--- src/rtl/pwm2bin_32bit.sv ---
// PWM-to-binary decoder: recovers four 8-bit samples per 32-bit word from a
// slot-aligned PWM stream (256 clocks per slot) and presents them over a valid/ready handshake.
module pwm2bin_32bit #(
    parameter int SYNC_STAGES = 2
) (
    input  logic        clk,
    input  logic        rst,
    input  logic        aud_en,
    input  logic        pwm_i,
    output logic [31:0] data_o,
    output logic        valid_o,
    input  logic        ready_i,
    output logic        sync_err_o,
    output logic        overrun_o
);

    typedef enum logic [1:0] {
        IDLE,
        HUNT,
        CAPTURE
    } state_t;

    state_t r_state;
    state_t w_nextState;

    logic [SYNC_STAGES-1:0] r_syncChain;
    logic                   r_pwmD;
    logic                   w_pwmS;
    logic                   w_rise;

    logic [7:0]  r_slotPos;
    logic [7:0]  w_nextSlotPos;
    logic [8:0]  r_highCount;
    logic [8:0]  w_nextHighCount;
    logic [1:0]  r_slotIdx;
    logic [1:0]  w_nextSlotIdx;
    logic [23:0] r_partial;
    logic [23:0] w_nextPartial;

    logic [8:0] w_total;
    logic [7:0] w_sample;
    logic       w_syncErr;
    logic       w_wordDone;

    always_ff @(posedge clk) begin
        if (rst) begin
            r_syncChain <= '0;
            r_pwmD      <= 1'b0;
        end else begin
            r_syncChain <= {r_syncChain[SYNC_STAGES-2:0], pwm_i};
            r_pwmD      <= w_pwmS;
        end
    end

    assign w_pwmS   = r_syncChain[SYNC_STAGES-1];
    assign w_rise   = w_pwmS && !r_pwmD;
    // Slot total is 1..256; 256 wraps to 0 in [7:0] so total-1 lands on 8'hFF.
    assign w_total  = r_highCount + {8'd0, w_pwmS};
    assign w_sample = w_total[7:0] - 8'd1;

    always_comb begin
        w_nextState     = r_state;
        w_nextSlotPos   = r_slotPos;
        w_nextHighCount = r_highCount;
        w_nextSlotIdx   = r_slotIdx;
        w_nextPartial   = r_partial;
        w_syncErr       = 1'b0;
        w_wordDone      = 1'b0;

        case (r_state)
            IDLE: begin
                w_nextSlotPos   = 8'd0;
                w_nextHighCount = 9'd0;
                w_nextSlotIdx   = 2'd0;
                w_nextPartial   = 24'd0;
                if (aud_en) begin
                    w_nextState = HUNT;
                end
            end

            HUNT: begin
                if (w_rise) begin
                    w_nextState     = CAPTURE;
                    w_nextSlotPos   = 8'd1;
                    w_nextHighCount = 9'd1;
                    w_nextSlotIdx   = 2'd0;
                    w_nextPartial   = 24'd0;
                end
            end

            CAPTURE: begin
                if (w_rise && (r_slotPos != 8'd0)) begin
                    // An edge mid-slot means we were misaligned: restart the word on this edge.
                    w_syncErr       = 1'b1;
                    w_nextSlotPos   = 8'd1;
                    w_nextHighCount = 9'd1;
                    w_nextSlotIdx   = 2'd0;
                    w_nextPartial   = 24'd0;
                end else if (r_slotPos == 8'hFF) begin
                    w_nextSlotPos   = 8'd0;
                    w_nextHighCount = 9'd0;
                    if (w_total == 9'd0) begin
                        w_syncErr     = 1'b1;
                        w_nextState   = HUNT;
                        w_nextSlotIdx = 2'd0;
                        w_nextPartial = 24'd0;
                    end else begin
                        w_nextSlotIdx = r_slotIdx + 2'd1;
                        case (r_slotIdx)
                            2'd0: w_nextPartial[23:16] = w_sample;
                            2'd1: w_nextPartial[15:8]  = w_sample;
                            2'd2: w_nextPartial[7:0]   = w_sample;
                            default: begin
                                w_wordDone    = 1'b1;
                                w_nextPartial = 24'd0;
                            end
                        endcase
                    end
                end else begin
                    w_nextSlotPos   = r_slotPos + 8'd1;
                    w_nextHighCount = r_highCount + {8'd0, w_pwmS};
                end
            end

            default: begin
                w_nextState = IDLE;
            end
        endcase

        if (!aud_en) begin
            w_nextState     = IDLE;
            w_nextSlotPos   = 8'd0;
            w_nextHighCount = 9'd0;
            w_nextSlotIdx   = 2'd0;
            w_nextPartial   = 24'd0;
            w_syncErr       = 1'b0;
            w_wordDone      = 1'b0;
        end
    end

    always_ff @(posedge clk) begin
        if (rst) begin
            r_state     <= IDLE;
            r_slotPos   <= 8'd0;
            r_highCount <= 9'd0;
            r_slotIdx   <= 2'd0;
            r_partial   <= 24'd0;
        end else begin
            r_state     <= w_nextState;
            r_slotPos   <= w_nextSlotPos;
            r_highCount <= w_nextHighCount;
            r_slotIdx   <= w_nextSlotIdx;
            r_partial   <= w_nextPartial;
        end
    end

    // A completed word only replaces data_o if the previous one is gone or leaving this cycle.
    always_ff @(posedge clk) begin
        if (rst) begin
            data_o     <= 32'h0;
            valid_o    <= 1'b0;
            sync_err_o <= 1'b0;
            overrun_o  <= 1'b0;
        end else begin
            sync_err_o <= w_syncErr;
            if (!aud_en) begin
                valid_o   <= 1'b0;
                overrun_o <= 1'b0;
            end else if (w_wordDone) begin
                if (!valid_o || ready_i) begin
                    data_o  <= {r_partial, w_sample};
                    valid_o <= 1'b1;
                end else begin
                    overrun_o <= 1'b1;
                end
            end else if (valid_o && ready_i) begin
                valid_o <= 1'b0;
            end
        end
    end

endmodule

--- config.mk ---
export PLATFORM = sky130hd
export DESIGN_NAME = pwm2bin_32bit
export DESIGN_NICKNAME = d
export VERILOG_FILES = /design/src/rtl/pwm2bin_32bit.sv
export SDC_FILE = /design/constraint.sdc
export NUM_CORES = 1
export LEC_CHECK = 0
export CAP_MARGIN = 0
export CORE_MARGIN = 1
export CORE_UTILIZATION = 50
export CTS_CLUSTER_SIZE = 14
export DETAILED_ROUTE_END_ITERATION = 10
export PLACE_DENSITY = 0.76
export SETUP_SLACK_MARGIN = 0.3
export SLEW_MARGIN = 20
export SYNTH_ARGS = -nofsm -noshare
export SYNTH_HDL_FRONTEND = slang
export SYNTH_SLANG_ARGS = --single-unit
export TNS_END_PERCENT = 5
--- constraint.sdc ---
create_clock -name clk -period 2.7 [get_ports clk]
set_clock_uncertainty 0.1 [all_clocks]
set_input_delay 0.54 -clock clk [delete_from_list [all_inputs] [get_ports clk]]
set_output_delay 0.54 -clock clk [all_outputs]
set_load 0.01 [all_outputs]
==> impl_metrics.yaml, run 1 <==
run_status:
  status: "finished, final reports clean"
timing:
  finalSetupViolCount: 0
  slew_violations: 0
  timing.final.hold_violations: 0
  rsz0062_at_grt: "yes"
  whs_ns: 0.350
  period_needed_ns: 2.67
  slew_headroom_pct: 57.4
  timing.fmax_mhz: 374
  finalWorstSetupSlack_ns: 0.0255
  worstMarginPinSlew_ns: 0.633
  fin_crit_sh_pct: 99.1
placed_design:
  io_buffers: 39
  gp_congestion: 0.858
  hpwlAfterDp_mm: 6.06
  dpl_worst_slack_ns: 0.0523
yosys:
  ys_async_sr_fraction_pct: 0
  syn-instance-count: 469
  ys_warn_count: 0
  yosys_register_bits: 83
  synth.distinct_cells: 48
  synth_area_per_cell_sq_um: 8.19
  syn-cell-area_sq_um: 3840
  synth_flop_cell: "dfxtp_1"
  synth_edf_count: 0
  synth-seq-area-share_pct: 43.3
  yosysTopAreaCell: "dfxtp_1"
  synth_top_area_share_pct: 43.3
  synth_area_leaders: "dfxtp_1 (43%), nand2_1 (10%), a21oi_1 (9.6%)"
  synth_nets: 487
floorplan:
  std_cell_rows: 31
  dieArea_sq_um: 8040
  initial_core_util_pct: 52.4
  fp.dieH_um: 89.7
  coreArea_sq_um: 7330
  io_pins: 40
  die_x_um: 89.7
critical_path:
  path_common_cell: "ha_4"
  path_delay_family: "compound AO/OA/AOI/OAI gates"
  crit_type: "reg -> reg"
  cpMaxStageDelayCell: "or3_1"
  crit_buf_inv: 2
  cp.depth: 11
  cp-start-kind: "register"
  cpPeakStageDelay_ns: 0.38
  crit_path_end_kind: "register"
  path_max_fanout: 5
  crit_required_ns: 2.89
  crit_chain: "ha_4 > ha_4 > inv_2 > ha_4 > nor4b_4 > a41oi_4 > o31a_1 > buf_12 > nand2_4 > or3_1 > a21oi_1"
  r2r_cells: 11
  cp_data_arrival_time_ns: 2.87
global_routing:
  grt_pass1_vias: 3284
  grt_first_pass_wirelength_mm: 15.1
  antenna_found_initial: 0
  grt_use_total_pct: 24.9
  grt_max_degree: 36
  grt-ovfl-total: 0
final_layout:
  nFillCells: 568
  drive_gt1_share_pct: 15.8
  antenna_cells: 0
  fin_nets: 543
  area_growth_pct: 26.9
pwr:
  leakagePower_nw: 1.67
  power.density_nw_per_um2: 481
  ir_worst_vdd_v: 0.000222
clock_network:
  insertion_delay_ns: 0.36
  h-tree-depth: 3
  cts_inserted_buffers: 9
  hold_buffers: 0
  clk_pin_slew_ns: 0.08
  clock-sinks: 83
  cts_root_buf: "clkbuf_8"
  cts_buffer_depth: 2
  tritoncts: "built"
hold_path:
  min_path_type: "reg -> reg"
  min_path_cells: 2
route:
  dr_wl_met3_um: 446
  drc_errors: 0
  avgViaCountPerCell: 5.61
  dr_wl_met2_mm: 4.73
  finalWirelength_mm: 9.27
  drt_iter0_drc: 167
  first_pass_iters: 4
  ant_nets: 0
  wire_per_inst_um: 14.7
  wirelength_met1_mm: 3.91
  num_vias: 3527
  top_layer: "met4"
run:
  maxCapViolations: 0
-- state kept, by name, indices dropped and copies added (netlist names) --
signal	count
sync_err_o	1
r_highCount	9
r_slotPos	8
overrun_o	1
r_state	2
r_partial	24
r_pwmD	1
r_slotIdx	2
r_syncChain	2
data_o	32
valid_o	1
-- synthesized netlist by cell type, types with 2 or more instances --
| cell | count |
|---|---|
| o21a_1 | 4 |
| nor2_1 | 26 |
| buf_6 | 5 |
| or3_1 | 7 |
| dfxtp_1 | 83 |
| clkbuf_1 | 16 |
| o21ai_2 | 2 |
| o211a_1 | 2 |
| a41oi_1 | 4 |
| nor4b_1 | 2 |
| o21ai_0 | 5 |
| a311oi_1 | 4 |
| inv_1 | 8 |
| buf_2 | 9 |
| a21o_1 | 4 |
| nand2_1 | 106 |
| a21oi_1 | 74 |
| and3_1 | 6 |
| a31oi_1 | 3 |
| xnor2_1 | 9 |
| buf_4 | 3 |
| xor2_1 | 8 |
| nor3_1 | 7 |
| nand4_1 | 23 |
| ha_1 | 13 |
| nand2b_1 | 4 |
| nand3_1 | 7 |
| nor2b_1 | 5 |
-- power breakdown --
part	internal [mW]	total [mW]	switching [mW]
Combinational	0.0604	0.164	0.104
Sequential	1.23	1.23	0.00372
Clock	0.481	0.951	0.469
-- tightest hold or removal path, stage by stage (launching register included) --
cell and delay, ns:
dfxtp_1 0.31, nand2_1 0.05, a21oi_1 0.05
-- cell families (layout without fill, tap and decap cells) --
| logic type | count (synthesis) | count (layout) | synth area share (%) |
|---|---|---|---|
| AOI/OAI and AO/OA | 114 | 114 | 18.8 |
| xor gates and xnor gates | 17 | 17 | 3.88 |
| adders and majority gates | 13 | 13 | 4.23 |
| buffers and inverters | 42 | 102 | 5.67 |
| DFF | 83 | 83 | 43.3 |
| muxes | 1 | 1 | 0.261 |
| and+or+nand+nor | 199 | 200 | 23.9 |
-- layout make-up --
class | count | area [sq um] | share of cell area [%]
clock buffers | 11 | 151 | 3.10
repair buffers | 78 | 723 | 14.8
well taps | 99 | 124 | 2.54
inverters | 8 | 30.0 | 0.616
clock inverters | 5 | 60.1 | 1.23
multi-input cells | 345 | 2120 | 43.5
flip-flops and latches | 83 | 1670 | 34.2
-- path summary, 6_finish.rpt --
check                       from           end  slack (ns)
setup / recovery  r_syncChain[1]  r_partial[8]        0.03
hold / removal        data_o[14]    data_o[14]        0.35
setup reg to reg  r_syncChain[1]  r_partial[8]        0.03
hold reg to reg       data_o[14]    data_o[14]        0.35
-- placed cells by master (no fill, tap or decap), drive strengths merged, types with 5 or more instances in the layout --
| cell type | count |
|---|---|
| nand4 | 23 |
| xnor2 | 9 |
| a41oi | 5 |
| and3 | 6 |
| nor2b | 5 |
| ha | 13 |
| nor2 | 26 |
| clkbuf | 11 |
| inv | 9 |
| dfxtp | 83 |
| xor2 | 8 |
| a21oi | 75 |
| a31oi | 5 |
| or3 | 7 |
| buf | 39 |
| nand2 | 106 |
| nor3 | 8 |
| o21ai | 8 |
| nand3 | 7 |
| clkdlybuf4s50 | 39 |
-- metal layers --
layer | global-route usage (%) | vias up
met5 | 0 | -
met4 | 10.4 | 0
met3 | 5.48 | 21
met2 | 44.6 | 117
met1 | 28.5 | 1646
li1 | - | 1743
-- timing repair --
item	in CTS	in global routing
endpoints found under the setup margin	58	68
setup buffers	12	4
gates cloned	1	1
pin swaps	3	10
resized for setup	4	10
endpoints found under the hold margin	0	0
-- metrics by stage --
step                      cell area, sq um  total power, mW  TNS, ns  std cells  utilization, %
after floorplan                       3950             1.36        0        469               -
after global placement                4450             1.40        0        595            60.7
after detailed placement              4450             1.41        0        595            60.7
after CTS                             4810             2.35        0        624            65.6
after global routing                  4880             2.42  -0.0596        629            66.5
final                                 4880             2.35        0        629            66.5
Power figures use the tool's default switching activity.
==> run 2, diff against run 1 <==
--- a/config.mk
+++ b/config.mk
@@ -10,6 +10,7 @@
 export CORE_UTILIZATION = 50
 export CTS_CLUSTER_SIZE = 14
 export DETAILED_ROUTE_END_ITERATION = 10
+export MAX_ROUTING_LAYER = met4
 export PLACE_DENSITY = 0.76
 export SETUP_SLACK_MARGIN = 0.3
 export SLEW_MARGIN = 20
==> impl_metrics.yaml, run 2 (synthesized netlist as in run 1, its figures left out) <==
timing:
  period_needed_ns: 2.66
  timing.fmax_mhz: 376
  worstMarginPinSlew_ns: 0.612
  setup_tns_ns: 0
  rsz0062_at_grt: "yes"
  fin_crit_sh_pct: 98.5
  slew_headroom_pct: 58.9
  timing.final.hold_violations: 0
  whs_ns: 0.351
  slew_violations: 0
  finalWorstSetupSlack_ns: 0.0406
  finalSetupViolCount: 0
final_layout:
  layout_commonest_cell: "nand2_1"
  multi_input_area_sq_um: 2120
  fin_nets: 543
  final_cell_mix: "nand2_1 (104), dfxtp_1 (80), a21oi_1 (72), clkdlybuf4s50_1 (39), buf_4 (35)"
  drive_gt1_share_pct: 15.8
  largestRegisters: "data_o: 32 flops, r_partial: 24 flops, r_highCount: 9 flops"
  final-seq-area_sq_um: 1670
  largest-register: "data_o"
  nFillCells: 568
  largest_reg_flops: 32
  area_growth_pct: 26.9
  antenna_cells: 0
floorplan:
  coreArea_sq_um: 7330
  initial_core_util_pct: 52.4
  die_x_um: 89.7
  std_cell_rows: 31
  fp.dieH_um: 89.7
  dieArea_sq_um: 8040
  io_pins: 40
route:
  dr_wl_met2_mm: 4.64
  drt_iter0_drc: 216
  wirelength_met1_mm: 3.88
  drc_errors: 0
  top_layer: "met4"
  first_pass_iters: 4
  ant_nets: 0
  num_vias: 3503
  dr_wl_met3_um: 524
  wire_per_inst_um: 14.7
  avgViaCountPerCell: 5.57
  finalWirelength_mm: 9.25
placed_design:
  gp_congestion: 0.872
  hpwlAfterDp_mm: 6.06
  io_buffers: 39
  dpl_worst_slack_ns: 0.0523
critical_path:
  cp_data_arrival_time_ns: 2.84
  path_max_fanout: 5
  crit_type: "reg -> reg"
  crit_path_end_kind: "register"
  crit_required_ns: 2.88
  cp-start-kind: "register"
  critPathLaunch: "r_syncChain[1]"
  worstReg2RegStart: "r_syncChain[1]"
pwr:
  share_seq_of_total_power_pct: 52.5
  power.density_nw_per_um2: 481
  totalPowerFinal_mw: 2.35
  intPower_mw: 1.77
  ir_worst_vdd_v: 0.000217
  netSwitchingFraction_pct: 24.6
  p_clk_share_pct: 40.5
  p_switching_mw: 0.576
  combPwrFrac_pct: 7.0
  leakagePower_nw: 1.67
clock_network:
  cts_root_buf: "clkbuf_8"
  clk_pin_slew_ns: 0.08
  clock-sinks: 83
  cts_inserted_buffers: 9
  h-tree-depth: 3
  hold_buffers: 0
  cts_buffer_depth: 2
  tritoncts: "built"
  insertion_delay_ns: 0.35
run:
  maxCapViolations: 0
hold_path:
  min_path_type: "reg -> reg"
  hp-start: "data_o[14]"
global_routing:
  grt_first_pass_wirelength_mm: 15.1
  grt_use_total_pct: 25.6
  grt_max_degree: 36
  grt_pass1_vias: 3276
  grt-ovfl-total: 0
  antenna_found_initial: 0
run_status:
  status: "finished, final reports clean"
[run 2: repair_timing]
action / CTS / global route
gates resized for setup: 4 / 10
cloned: 1 / 1
buffers inserted: 12 / 4
pin swaps: 3 / 10
endpoints found under the setup margin: 58 / 68
[run 2: power groups by stage]
stage | logic, mW | registers [mW] | clock network (mW)
3_3_place_gp | 0.145 | 1.26 | 0
3_5_place_dp | 0.148 | 1.26 | 0
4_1_cts | 0.157 | 1.23 | 0.959
6_report | 0.164 | 1.23 | 0.951
5_1_grt | 0.176 | 1.23 | 1.01
2_1_floorplan | 0.100 | 1.26 | 0
[run 2: through the flow]
stage	area, sq um	std cells	utilization (%)
global route	4880	629	66.5
global placement	4450	595	60.7
finish	4880	629	66.5
floorplan	3950	469	-
detailed placement	4450	595	60.7
CTS	4810	624	65.6
[run 2: worst paths after layout]
check	endpoint	slack, ns	depth (start not counted)
worst min register to register	data_o[14]	0.35	2
worst max register to register	r_partial[8]	0.04	11
worst min-delay path	data_o[14]	0.35	2
worst max-delay path	r_partial[8]	0.04	11
[run 2: routing by layer]
layer / global-route usage, % / vias to the layer above
li1: - / 1741
met1: 28.4 / 1624
met2: 44.6 / 115
met3: 5.48 / 23
met4: 10.4 / 0
met5: - / -
[run 2: final cells by class]
cell class | count | share of cell area [%]
repair buffers | 78 | 14.8
clock buffers | 11 | 3.10
inverters | 8 | 0.616
flip-flops and latches | 83 | 34.2
clock inverters | 5 | 1.23
multi-input cells | 345 | 43.5
well taps | 99 | 2.54
[run 2: critical path, cell delays in order (launching register included)]
cell	delay (ns)
dfxtp_2	0.35
ha_4	0.18
ha_4	0.28
inv_2	0.04
ha_4	0.17
nor4b_4	0.14
a41oi_4	0.27
o31a_1	0.35
buf_12	0.16
nand2_4	0.04
or3_1	0.38
a21oi_1	0.13
